$ cat src/rtl/prim_util_pkg.sv
//------------------------------------------------------------------------------
// prim_util_pkg : shared sizing helpers for primitive blocks
// Rev 1.0
//------------------------------------------------------------------------------
`default_nettype none

package prim_util_pkg;

  // Bits needed to index `value` items; a single item still needs one bit.
  function automatic integer vbits(integer value);
    return (value <= 1) ? 1 : $clog2(value);
  endfunction

endpackage

`default_nettype wire

$ cat src/rtl/tl_rr_pick.sv
//------------------------------------------------------------------------------
// tl_rr_pick : combinational rotate-priority picker, one-hot grant
// Rev 1.0
//------------------------------------------------------------------------------
`default_nettype none

module tl_rr_pick
  import prim_util_pkg::*;
#(
  parameter int N  = 2,
  parameter int PW = vbits(N)
) (
  input  logic [N-1:0]  i_req,
  input  logic [PW-1:0] i_ptr,
  output logic [N-1:0]  o_gnt
);

  logic          w_found;
  logic [PW-1:0] w_idx;

  // Scan upward from the pointer, wrapping at N-1, and take the first request.
  always_comb begin
    o_gnt   = '0;
    w_found = 1'b0;
    w_idx   = '0;
    for (int k = 0; k < N; k++) begin
      w_idx = PW'((int'(i_ptr) + k) % N);
      if (!w_found && i_req[w_idx]) begin
        o_gnt[w_idx] = 1'b1;
        w_found      = 1'b1;
      end
    end
  end

endmodule

`default_nettype wire

$ cat src/rtl/tl_req_scheduler.sv
//------------------------------------------------------------------------------
// tl_req_scheduler : credit-limited, burst-locking round-robin A-channel arbiter
// Rev 1.0
//------------------------------------------------------------------------------
`default_nettype none

module tl_req_scheduler
  import prim_util_pkg::*;
#(
  parameter  int NumLinks       = 2,
  parameter  int MaxOutstanding = 4,
  localparam int LinkWidth      = vbits(NumLinks),
  localparam int CntWidth       = vbits(MaxOutstanding + 1)
) (
  input  logic                 clk_i,
  input  logic                 rst_i,
  input  logic [NumLinks-1:0]  req_valid_i,
  input  logic                 dev_ready_i,
  input  logic                 req_first_i,
  input  logic                 req_last_i,
  output logic                 dev_valid_o,
  output logic [NumLinks-1:0]  grant_o,
  output logic [NumLinks-1:0]  host_ready_o,
  input  logic                 rsp_done_i,
  input  logic [LinkWidth-1:0] rsp_link_i,
  output logic [NumLinks-1:0]  credit_full_o,
  output logic                 locked_o,
  output logic                 err_o
);

  localparam logic [CntWidth-1:0] c_max = CntWidth'(MaxOutstanding);

  logic                 r_locked;
  logic [NumLinks-1:0]  r_sel;
  logic [LinkWidth-1:0] r_ptr;
  logic [CntWidth-1:0]  r_cnt [NumLinks];
  logic                 r_err;

  logic [NumLinks-1:0]  w_elig;
  logic [NumLinks-1:0]  w_pick;
  logic [NumLinks-1:0]  w_grant;
  logic [LinkWidth-1:0] w_grant_idx;
  logic [LinkWidth-1:0] w_ptr_next;
  logic                 w_accept;
  logic                 w_rsp_ok;
  logic [NumLinks-1:0]  w_inc;
  logic [NumLinks-1:0]  w_dec;
  logic [NumLinks-1:0]  w_uflow;

  for (genvar i = 0; i < NumLinks; i++) begin : g_link
    assign w_elig[i]        = req_valid_i[i] && (r_cnt[i] < c_max);
    assign credit_full_o[i] = (r_cnt[i] == c_max);
    assign w_inc[i]         = w_accept && req_first_i && w_grant[i];
    assign w_dec[i]         = rsp_done_i && w_rsp_ok && (int'(rsp_link_i) == i);
    assign w_uflow[i]       = w_dec[i] && !w_inc[i] && (r_cnt[i] == '0);
  end

  tl_rr_pick #(
    .N  (NumLinks),
    .PW (LinkWidth)
  ) u_pick (
    .i_req (w_elig),
    .i_ptr (r_ptr),
    .o_gnt (w_pick)
  );

  // A held burst keeps its link regardless of that link's credit state.
  assign w_grant      = r_locked ? r_sel : w_pick;
  assign grant_o      = w_grant;
  assign dev_valid_o  = |(w_grant & req_valid_i);
  assign host_ready_o = w_grant & {NumLinks{dev_ready_i}};
  assign w_accept     = dev_valid_o && dev_ready_i;
  assign w_rsp_ok     = int'(rsp_link_i) < NumLinks;
  assign locked_o     = r_locked;
  assign err_o        = r_err;

  always_comb begin
    w_grant_idx = '0;
    for (int i = 0; i < NumLinks; i++) begin
      if (w_grant[i]) begin
        w_grant_idx = LinkWidth'(i);
      end
    end
  end

  assign w_ptr_next = (int'(w_grant_idx) == NumLinks - 1) ? '0 : w_grant_idx + 1'b1;

  always_ff @(posedge clk_i) begin
    if (rst_i) begin
      r_locked <= 1'b0;
      r_sel    <= '0;
      r_ptr    <= '0;
    end else if (w_accept) begin
      if (req_last_i) begin
        r_locked <= 1'b0;
        r_ptr    <= w_ptr_next;
      end else begin
        r_locked <= 1'b1;
        r_sel    <= w_grant;
      end
    end
  end

  // Same-link increment and decrement cancel; an empty counter never wraps.
  always_ff @(posedge clk_i) begin
    if (rst_i) begin
      for (int i = 0; i < NumLinks; i++) begin
        r_cnt[i] <= '0;
      end
    end else begin
      for (int i = 0; i < NumLinks; i++) begin
        if (w_inc[i] && !w_dec[i]) begin
          r_cnt[i] <= r_cnt[i] + 1'b1;
        end else if (w_dec[i] && !w_inc[i] && (r_cnt[i] != '0)) begin
          r_cnt[i] <= r_cnt[i] - 1'b1;
        end
      end
    end
  end

  always_ff @(posedge clk_i) begin
    if (rst_i) begin
      r_err <= 1'b0;
    end else if ((|w_uflow) || (rsp_done_i && !w_rsp_ok)) begin
      r_err <= 1'b1;
    end
  end

endmodule

`default_nettype wire

$ cat config.mk
export PLATFORM = sky130hd
export DESIGN_NAME = tl_req_scheduler
export DESIGN_NICKNAME = d
export VERILOG_FILES = /design/src/rtl/prim_util_pkg.sv /design/src/rtl/tl_rr_pick.sv /design/src/rtl/tl_req_scheduler.sv
export SDC_FILE = /design/constraint.sdc
export NUM_CORES = 1
export LEC_CHECK = 0
export ABC_AREA = 1
export BUFFER_PORTS_ARGS = -buffer_cell sky130_fd_sc_hd__buf_2
export CAP_MARGIN = 20
export CORE_MARGIN = 1
export CORE_UTILIZATION = 50
export DETAILED_ROUTE_END_ITERATION = 8
export PLACE_DENSITY = 0.74
export SYNTH_ARGS = -nofsm -noshare
export SYNTH_HDL_FRONTEND = slang
export SYNTH_HIERARCHICAL = 1
export SYNTH_SLANG_ARGS = --single-unit
$ cat constraint.sdc
create_clock -name clk_i -period 3.5 [get_ports clk_i]
set_clock_uncertainty 0.2 [all_clocks]
set_input_delay 1.05 -clock clk_i [delete_from_list [all_inputs] [get_ports clk_i]]
set_output_delay 1.05 -clock clk_i [all_outputs]
set_load 0.01 [all_outputs]
## Word level (Yosys, flattened, before mapping)

Memory sizes are Yosys's and may differ from the RTL's.
Index checks and enable logic that the tools add are counted.

- Register bits: 5
- Bits in writable memories: 6
- Input bits: 9
- Output and inout bits: 9
- Logic and storage cells: 95
- Memories kept: 1

- Add/sub/neg operators: 6
- Magnitude comparators: 6
- Equality and inequality tests: 2
- Mux-type cells: 35
- Bitwise logic cells: 9
- Reduce and logical (&&, ||, !) cells: 32

Memory list:

| memory | depth | bits a word | rd ports | clocked after memory_dff | wr ports | line | RTL |
|---|---|---|---|---|---|---|---|
| r_cnt | 2 | 3 | 2 | 0 | 2 | tl_req_scheduler.sv:36 | `logic [CntWidth-1:0] r_cnt [NumLinks];` |

Operators with widths:

| cell | number |
|---|---|
| two-way mux 1 bit | 26 |
| logical AND 1 bit | 19 |
| two-way mux 3 bit | 4 |
| adder 3 x 1 -> 3 bit (second input constant) | 2 |
| equality test 3 bit (second input constant) | 2 |
| zero test 3 bit | 2 |
| < comparator 3 bit (second input constant) | 2 |
| two-way mux 2 bit | 3 |
| nonzero test 3 bit | 2 |
| subtractor 3 x 1 -> 3 bit (second input constant) | 2 |
| zero test 1 bit | 5 |
| bitwise AND 2 bit | 2 |
| < comparator 1 x 2 -> 1 bit (second input constant) | 2 |
| bitwise OR 1 bit | 4 |
| AND reduction 2 bit | 2 |
| OR reduction 2 bit | 2 |
| adder 1 bit (second input constant) | 2 |
| demux 1 bit (select 1 bit) | 2 |
| greater-or-equal comparator 1 bit (second input constant) | 2 |
| inverter 1 bit | 2 |
| bitwise OR 2 bit | 1 |

## Longest topological paths before layout

Gate-level depths: netlist (run 1).
An unclocked memory read counts as a cell.

- Depth in word-level cells: 23
- Depth in mapped cells: 14
- Mapped depth without buffers: 14

## By module

The synthesis (run 1) kept the hierarchy.

By module, submodules not included:

| module | times used | cells an instance | area each (um^2) | sequential area each (um^2) |
|---|---|---|---|---|
| tl_req_scheduler | 1 | 108 | 869.6 | 280.3 |
| tl_rr_pick | 1 | 4 | 27.5 | 0.0 |

## Worst setup path after synthesis (run 1)

Ideal clock, no wire load.

- Path kind: in2out
- From: input port req_valid_i[0]
- To: output port host_ready_o[0]
- Data arrival time: 1910 ps
- Data required time: 2250 ps
- Setup slack: 340 ps
- Stages: 9
- Path buffers: 1
- Cells stage by stage: inv_1 -> nor2_1 -> a21boi_2 -> inv_1 -> nand2_1 -> and2_1 -> buf_6 -> inv_1 -> nor2_1

- Cells in the longest elaborated chain, start to end: 9
- Elaborated cells between the ends (all ways): 13
- Classes of those cells: 8 x mux; 2 x bitwise; 3 x reduce/logical

Ends and longest elaborated chain:

| what | line | RTL |
|---|---|---|
| start, declared | tl_req_scheduler.sv:17 | `input logic [NumLinks-1:0] req_valid_i,` |
| logical AND 1 bit * | tl_req_scheduler.sv:51 | `assign w_elig[i] = req_valid_i[i] && (r_cnt[i] < c_max);` |
| net w_elig[0] | tl_req_scheduler.sv:39 | `logic [NumLinks-1:0] w_elig;` |
| two-way mux 1 bit (not written as such) (2 in series) | tl_rr_pick.sv:28 | `if (!w_found && i_req[w_idx]) begin` |
| two-way mux 1 bit | tl_rr_pick.sv:28 |  |
| zero test 1 bit | tl_rr_pick.sv:28 |  |
| logical AND 1 bit | tl_rr_pick.sv:28 |  |
| two-way mux 2 bit * | tl_rr_pick.sv:28 |  |
| net w_pick[0] | tl_req_scheduler.sv:40 | `logic [NumLinks-1:0] w_pick;` |
| two-way mux 2 bit * | tl_req_scheduler.sv:68 | `assign w_grant = r_locked ? r_sel : w_pick;` |
| net grant_o[0] | tl_req_scheduler.sv:22 | `output logic [NumLinks-1:0] grant_o,` |
| bitwise AND 2 bit * | tl_req_scheduler.sv:71 | `assign host_ready_o = w_grant & {NumLinks{dev_ready_i}};` |
| end, declared | tl_req_scheduler.sv:23 | `output logic [NumLinks-1:0] host_ready_o,` |

The timed path passes the listed nets; every way through them passes the cells marked *. The select of a mux whose other input is x is not followed.

## Worst setup path in the final report (run 1)

- From: input port req_valid_i[1]
- To: output port host_ready_o[1]

- Cells in the longest elaborated chain, start to end: 9
- Elaborated cells between the ends (all ways): 13
- Classes of those cells: 8 x mux; 2 x bitwise; 3 x reduce/logical

Ends and longest elaborated chain:

| what | line |
|---|---|
| logical AND 1 bit * | tl_req_scheduler.sv:51 |
| net w_elig[1] | tl_req_scheduler.sv:39 |
| two-way mux 1 bit (not written as such) (2 in series) | tl_rr_pick.sv:28 |
| two-way mux 1 bit | tl_rr_pick.sv:28 |
| zero test 1 bit | tl_rr_pick.sv:28 |
| logical AND 1 bit | tl_rr_pick.sv:28 |
| two-way mux 2 bit * | tl_rr_pick.sv:28 |
| net w_pick[1] | tl_req_scheduler.sv:40 |
| two-way mux 2 bit * | tl_req_scheduler.sv:68 |
| bitwise AND 2 bit * | tl_req_scheduler.sv:71 |

Marks and branches as above.

==> impl_metrics.tcl, run 1 <==
set metrics [dict create \
    status "complete, no violations" \
    setup_slack_ns 0.178 \
    power_frac_comb_pct 33.7 \
    maxCapViolCount 0 \
    power_mw 0.369 \
    numCtsBuffers 3 \
    report.final.slew_viol_count 0 \
    cts_hold_buf 0 \
    setup_viol 0 \
    layout_common_cells "inv_1 (23), buf_2 (17), nor2_1 (15)" \
    r2r_start "r_cnt[1][2]$_DFFE_PP_" \
    postCtsSetupBuffers 0 \
    synth_seq_cells 11 \
    yosysTopAreaCell "edfxtp_1" \
    die_h_um 44.4 \
    dp_hpwl_mm 1.43 \
    async_reset_ff_share_pct 0 \
    regArea_um2 280 \
    synthFlopType "edfxtp_1" \
    r2r_cells 11 \
    track_usage_pct 21.1 \
    grt.overflow.total 0 \
    core_area_mm2 0.00159 \
    final_common_cell "inv_1" \
    num_rows 14 \
    dieArea_mm2 0.00197 \
    h-tree-depth 1 \
    port_buffers 17 \
    vias 745 \
    reg2reg_to "r_cnt[0][2]$_SDFFCE_PN0P_" \
    ys_seq_area_share_pct 31.2 \
    clock_path_buffers 2 \
    leakage_nw 0.501 \
    synth_edf_count 6 \
    critPathRequiredTime_ns 2.25 \
    grt_pass1_vias 689 \
    gp_congestion 0.822 \
    synth_area_um2 897 \
    drtAntennaViolNets 0 \
    holdWs_ns 0.262 \
    synth_cell_types 33 \
    end_kind "output port" \
    critPathKind "in2out" \
    p_int_mw 0.241 \
    grt_max_degree 9 \
    p_seq_share_pct 42.8 \
    start_util_pct 56.3 \
    synthDominantCellAreaShare_pct 20.1 \
    wl_per_cell_um 11.0 \
    setup_tns_ns 0 \
    synthCells 112 \
    start_kind "primary input" \
    dr.first_iter.drc_count 12 \
    rrSetupSlack_ns 0.87 \
    holdCritPathClass "reg2reg" \
    grt_pass1_wl_mm 2.94 \
    clock-sinks 11 \
    syn_nets 125 \
    fin_crit_ns 3.32 \
    crit_arrival_ns 2.07 \
    fin_crit_sh_pct 94.9 \
    tightest_slew_ns 0.250 \
    clk_pin_slew_worst_paths_ns 0.07 \
    num-nets-final 145 \
    hold_violations 0 \
    cts_root_buf "clkbuf_4" \
    syn_area_per_cell_um2 8.01 \
    multi_input_area_um2 495 \
    tritoncts "built" \
    clockPowerShare_pct 23.4 \
    crit_fanout 5 \
    powerDensity_mw_per_mm2 362 \
    drt_pass1_iterations 4 \
    hold_start "r_sel[0]$_SDFFE_PP0P_" \
    p_switching_mw 0.128 \
    antenna_found_initial 0 \
    hold_end "r_sel[0]$_SDFFE_PP0P_" \
    yosys_warnings 6 \
    drt-vias-per-instance 4.81 \
    max_freq_mhz 301 \
    whs_path_depth 2 \
    synth.area.top_cells "edfxtp_1 (20%), dfxtp_1 (11%), inv_1 (9.6%), nand4_4 (7.1%), nor2_1 (6.7%)" \
    clock_latency_ns 0.27 \
    area_growth_pct 13.7 \
    p_sw_share_pct 34.7 \
    peakVddDrop_mv 0.236 \
    die_w_um 44.4 \
    cp-startpoint "req_valid_i[1]" \
    place_ws_ns 0.0803 \
    ios 18 \
    final_layout_size_suffix_gt1_share_pct 31.3 \
    maxSlewHeadroom_pct 83.2 \
    nFillCells 153 \
    drc 0 \
    n_antenna_cell 0 \
    wirelength_mm 1.71 \
    rsz0062_at_grt "false" \
    cts_resized 0 \
]
-- sequential cells by signal, indices dropped and copies added (netlist names) --
name      flops
r_cnt         6
r_sel         2
err_o         1
locked_o      1
r_ptr         1
-- stage by stage --
step           utilization, %  instances  area (um2)
4_1_cts                  63.7        155        1020
2_1_floorplan               -        112         897
6_report                 64.0        155        1020
3_3_place_gp             62.1        151         990
3_5_place_dp             62.1        151         990
5_1_grt                  64.0        155        1020
-- cells by family (layout without fill, tap and decap cells) --
family	count (synthesis)	in the layout	synth area share, %
AOI/OAI and AO/OA	11	11	7.95
xor gates and xnor gates	4	4	3.91
adders and majority gates	4	4	6.42
buffers and inverters	28	47	13.9
DFF	11	11	31.2
and+or+nand+nor	54	54	36.5
-- cell type report --
class	instances	area share, %
multi-input combinational	73	48.6
sequential	11	27.5
inverter	25	9.33
timing repair buffer	18	9.08
tap	24	2.94
clock buffer	4	2.58
-- worst max-delay path by stage --
stage	endpoint	slack (ns)	cells past startpoint
floorplan	host_ready_o[0]	0.34	9
global placement	host_ready_o[0]	0.20	10
detailed placement	host_ready_o[0]	0.08	10
CTS	host_ready_o[0]	0.07	10
global route	host_ready_o[0]	0.03	10
finish	host_ready_o[1]	0.18	11
-- power groups by stage --
stage                     logic [mW]  clock network [mW]  registers [mW]
after floorplan               0.0960                   0           0.160
after global placement         0.120                   0           0.161
after detailed placement       0.124                   0           0.161
after CTS                      0.125              0.0874           0.158
after global routing           0.139              0.0939           0.160
final                          0.125              0.0866           0.158
-- metal layers --
metal	global-route usage, %	part of all wire [%]	vias to the layer above
li1	-	-	392
met1	28.4	47	331
met2	32.1	49	18
met3	4.08	3.5	4
met4	10.9	1.1	0
met5	0	0	-
-- critical path, stage by stage --
cell	delay (ns)
buf_2	0.09
inv_1	0.03
nor2_1	0.16
inv_1	0.07
a21oi_2	0.10
inv_1	0.05
nand2_2	0.06
and2_4	0.18
inv_1	0.06
nor2_1	0.07
buf_2	0.13
-- cells in the mapped netlist (2+ instances only) --
cell type	instances
inv_1	23
nor2_1	16
nand2_1	11
nand3_1	9
edfxtp_1	6
dfxtp_1	5
o21ai_0	4
a21oi_1	3
ha_1	3
nand2_2	3
nand4_4	3
xnor2_1	3
buf_6	2
nand3_2	2
No activity file was read; power rests on OpenSTA's default activity.
==> inputs of run 2 (changes only) <==
--- a/config.mk
+++ b/config.mk
@@ -5,13 +5,13 @@
 export SDC_FILE = /design/constraint.sdc
 export NUM_CORES = 1
 export LEC_CHECK = 0
-export ABC_AREA = 1
+export ABC_AREA = 0
 export BUFFER_PORTS_ARGS = -buffer_cell sky130_fd_sc_hd__buf_2
 export CAP_MARGIN = 20
 export CORE_MARGIN = 1
 export CORE_UTILIZATION = 50
 export DETAILED_ROUTE_END_ITERATION = 8
-export PLACE_DENSITY = 0.74
+export PLACE_DENSITY = 0.75
 export SYNTH_ARGS = -nofsm -noshare
 export SYNTH_HDL_FRONTEND = slang
 export SYNTH_HIERARCHICAL = 1
==> run 2 against run 1 <==
Against the previous run:
- via count fell by 4.0%
- sequential power about the same
- design area decreased by 5.0%
- flip-flop and latch count is the same
- clock-buffer cell count unchanged
- die area fell by 9.2%
- critical path type unchanged
- largest cell class unchanged
- worst setup slack lost 0.10 ns
- clock power rose by 8.7%
- fmax shrank 3.0%
==> impl_metrics.tcl, run 2 <==
set metrics [dict create \
    ios 18 \
    dr.first_iter.drc_count 23 \
    fin_crit_ns 3.42 \
    clock-sinks 11 \
    holdWs_ns 0.301 \
    maxCapViolCount 0 \
    setup_viol 0 \
    final_layout_size_suffix_gt1_share_pct 36.7 \
    clock_path_buffers 2 \
    final_common_cell "buf_2" \
    dieArea_mm2 0.00179 \
    endpoint "dev_valid_o" \
    clk_pin_slew_worst_paths_ns 0.07 \
    synthFlopType "edfxtp_1" \
    highest_layer "met4" \
    drtAntennaViolNets 0 \
    h-tree-depth 1 \
    async_reset_ff_share_pct 0 \
    holdCritPathClass "reg2reg" \
    drt-vias-per-instance 5.72 \
    n_antenna_cell 0 \
    crit_arrival_ns 2.17 \
    die_h_um 42.3 \
    rsz0062_at_grt "false" \
    wl_met2_um 885 \
    postLayoutCoreUtil_pct 64.3 \
    synth.area.top_cells "edfxtp_1 (22%), dfxtp_1 (12%), ha_1 (4.6%), nor2_1 (4.6%), a21oi_1 (4.3%)" \
    wirelength_mm 1.77 \
    num-nets-final 123 \
    grt_pass1_vias 680 \
    fin_crit_sh_pct 97.8 \
    drt_pass1_iterations 4 \
    track_usage_pct 22.3 \
    vias 715 \
    clock_latency_ns 0.28 \
    crit_fanout 6 \
    grt_pass1_wl_mm 2.94 \
    cp_common_cell "buf_2" \
    r2r_start "r_cnt[0][2]$_SDFFCE_PN0P_" \
    critPathKind "in2out" \
    regMostFlops "r_cnt" \
    rrSetupSlack_ns 0.67 \
    slowest_stage "mux2_4" \
    antenna_found_initial 0 \
    hold_violations 0 \
    postCtsSetupBuffers 0 \
    largest_reg_flops 6 \
    crit_path_cell_trace "buf_2 > nor2b_2 > a21boi_0 > mux2_4 > a22oi_2 > inv_2 > buf_2" \
    layoutNonFillerInstCount 125 \
    end_kind "output port" \
    dp_cells 121 \
    status "complete, no violations" \
    tightest_slew_ns 0.591 \
    die_w_um 42.3 \
    synthCells 85 \
    syn_area_per_cell_um2 9.54 \
    synth_edf_count 6 \
    synth_area_um2 811 \
    synth_common_cells "nor2_1 (10), inv_1 (9), a21oi_1 (7)" \
    synth_cell_types 39 \
    synth_seq_cells 11 \
    max_freq_mhz 292 \
    layout_common_cells "buf_2 (17), nor2_1 (10), inv_1 (8)" \
    wl_per_cell_um 14.1 \
    numCtsBuffers 3 \
    ys_seq_area_share_pct 34.6 \
    dp_hpwl_mm 1.42 \
    start_kind "primary input" \
    whs_path_depth 2 \
    yosysTopAreaCell "edfxtp_1" \
    num_rows 14 \
    port_buffers 17 \
    slowest_delay_ns 0.33 \
    powerDensity_mw_per_mm2 360 \
    area_growth_pct 19.4 \
    gp_congestion 0.872 \
    cp-startpoint "req_valid_i[0]" \
    r2r_cells 9 \
    cts_root_buf "clkbuf_4" \
    tritoncts "built" \
    start_util_pct 53.8 \
    core_area_mm2 0.00151 \
    grt_max_degree 12 \
    syn_nets 98 \
    nFillCells 134 \
    yosys_warnings 6 \
    critPathRequiredTime_ns 2.25 \
    maxSlewHeadroom_pct 60.2 \
    grt.overflow.total 0 \
    leakage_nw 0.450 \
    synth_most_common_cell "nor2_1" \
    wl_met1_um 777 \
    report.final.slew_viol_count 0 \
    drc 0 \
    synthDominantCellAreaShare_pct 22.2 \
    wl_met3_um 74 \
    peakVddDrop_mv 0.280 \
    biggestRegsByFlops "r_cnt: 6 flops, r_sel: 2 flops" \
    reg2reg_to "r_cnt[0][2]$_SDFFCE_PN0P_" \
]
-- run 2: changes by cell type after synthesis, sizes merged, moves of 4 or more --
cell	change
inv	-15
nand2	-14
nand3	-9
nand4	-4
nor2	-8
o211a	+4
-- run 2: kinds of logic after synthesis --
logic type	after synthesis	synth area share, %
AOI/OAI and AO/OA	21	19.6
xor gates and xnor gates	2	2.16
adders and majority gates	4	7.10
buffers and inverters	11	6.17
DFF	11	34.6
muxes	6	9.26
and+or+nand+nor	30	21.1
-- run 2: stage by stage --
stage	setup slack (ns)	area (um2)	total power, mW	TNS (ns)
after detailed placement	-0.0419	937	0.256	-0.0419
after floorplan	0.169	811	0.221	0
final	0.0773	968	0.348	0
after CTS	0.0417	963	0.347	0
after global placement	0.0549	937	0.251	0
after global routing	0.0152	968	0.364	0
-- run 2: final cells by class --
| class | count | area [um2] | area share [%] |
|---|---|---|---|
| clock buffers | 4 | 26.3 | 2.71 |
| inverters | 9 | 33.8 | 3.49 |
| multi-input cells | 63 | 485 | 50.1 |
| flip-flops and latches | 11 | 280 | 28.9 |
| well taps | 16 | 20.0 | 2.07 |
| repair buffers | 22 | 123 | 12.7 |
-- run 2: report_power, final --
group	switching (mW)	internal, mW
sequential	0.00972	0.148
combinational	0.0511	0.0450
clock	0.0498	0.0444
total	0.111	0.238
-- run 2: what timing repair did --
item	4_1_cts	5_1_grt
endpoints found under the setup margin	0	1
hold buffers	0	0
gates resized for setup	0	3
-- run 2: worst min path at each step --
| stage | from | to | slack, ns |
|---|---|---|---|
| floorplan | r_sel[0]$_SDFFE_PP0P_ | r_sel[0]$_SDFFE_PP0P_ | 0.26 |
| global placement | r_sel[0]$_SDFFE_PP0P_ | r_sel[0]$_SDFFE_PP0P_ | 0.28 |
| detailed placement | r_sel[0]$_SDFFE_PP0P_ | r_sel[0]$_SDFFE_PP0P_ | 0.30 |
| CTS | r_sel[0]$_SDFFE_PP0P_ | r_sel[0]$_SDFFE_PP0P_ | 0.31 |
| global route | r_sel[0]$_SDFFE_PP0P_ | r_sel[0]$_SDFFE_PP0P_ | 0.34 |
| finish | r_sel[0]$_SDFFE_PP0P_ | r_sel[0]$_SDFFE_PP0P_ | 0.30 |
-- run 2: critical path, delay by kind of cell --
kind / cells / cell delay (ns)
buf+inv: 3 / 0.32
mux: 1 / 0.33
compound gates: 2 / 0.32
simple gates: 1 / 0.15
-- run 2: metal layers --
metal  up-vias  global-route usage, %
li1        351                      -
met2        24                   36.9
met5         -                      0
met3         3                   4.31
met1       337                   27.8
met4         0                   10.6
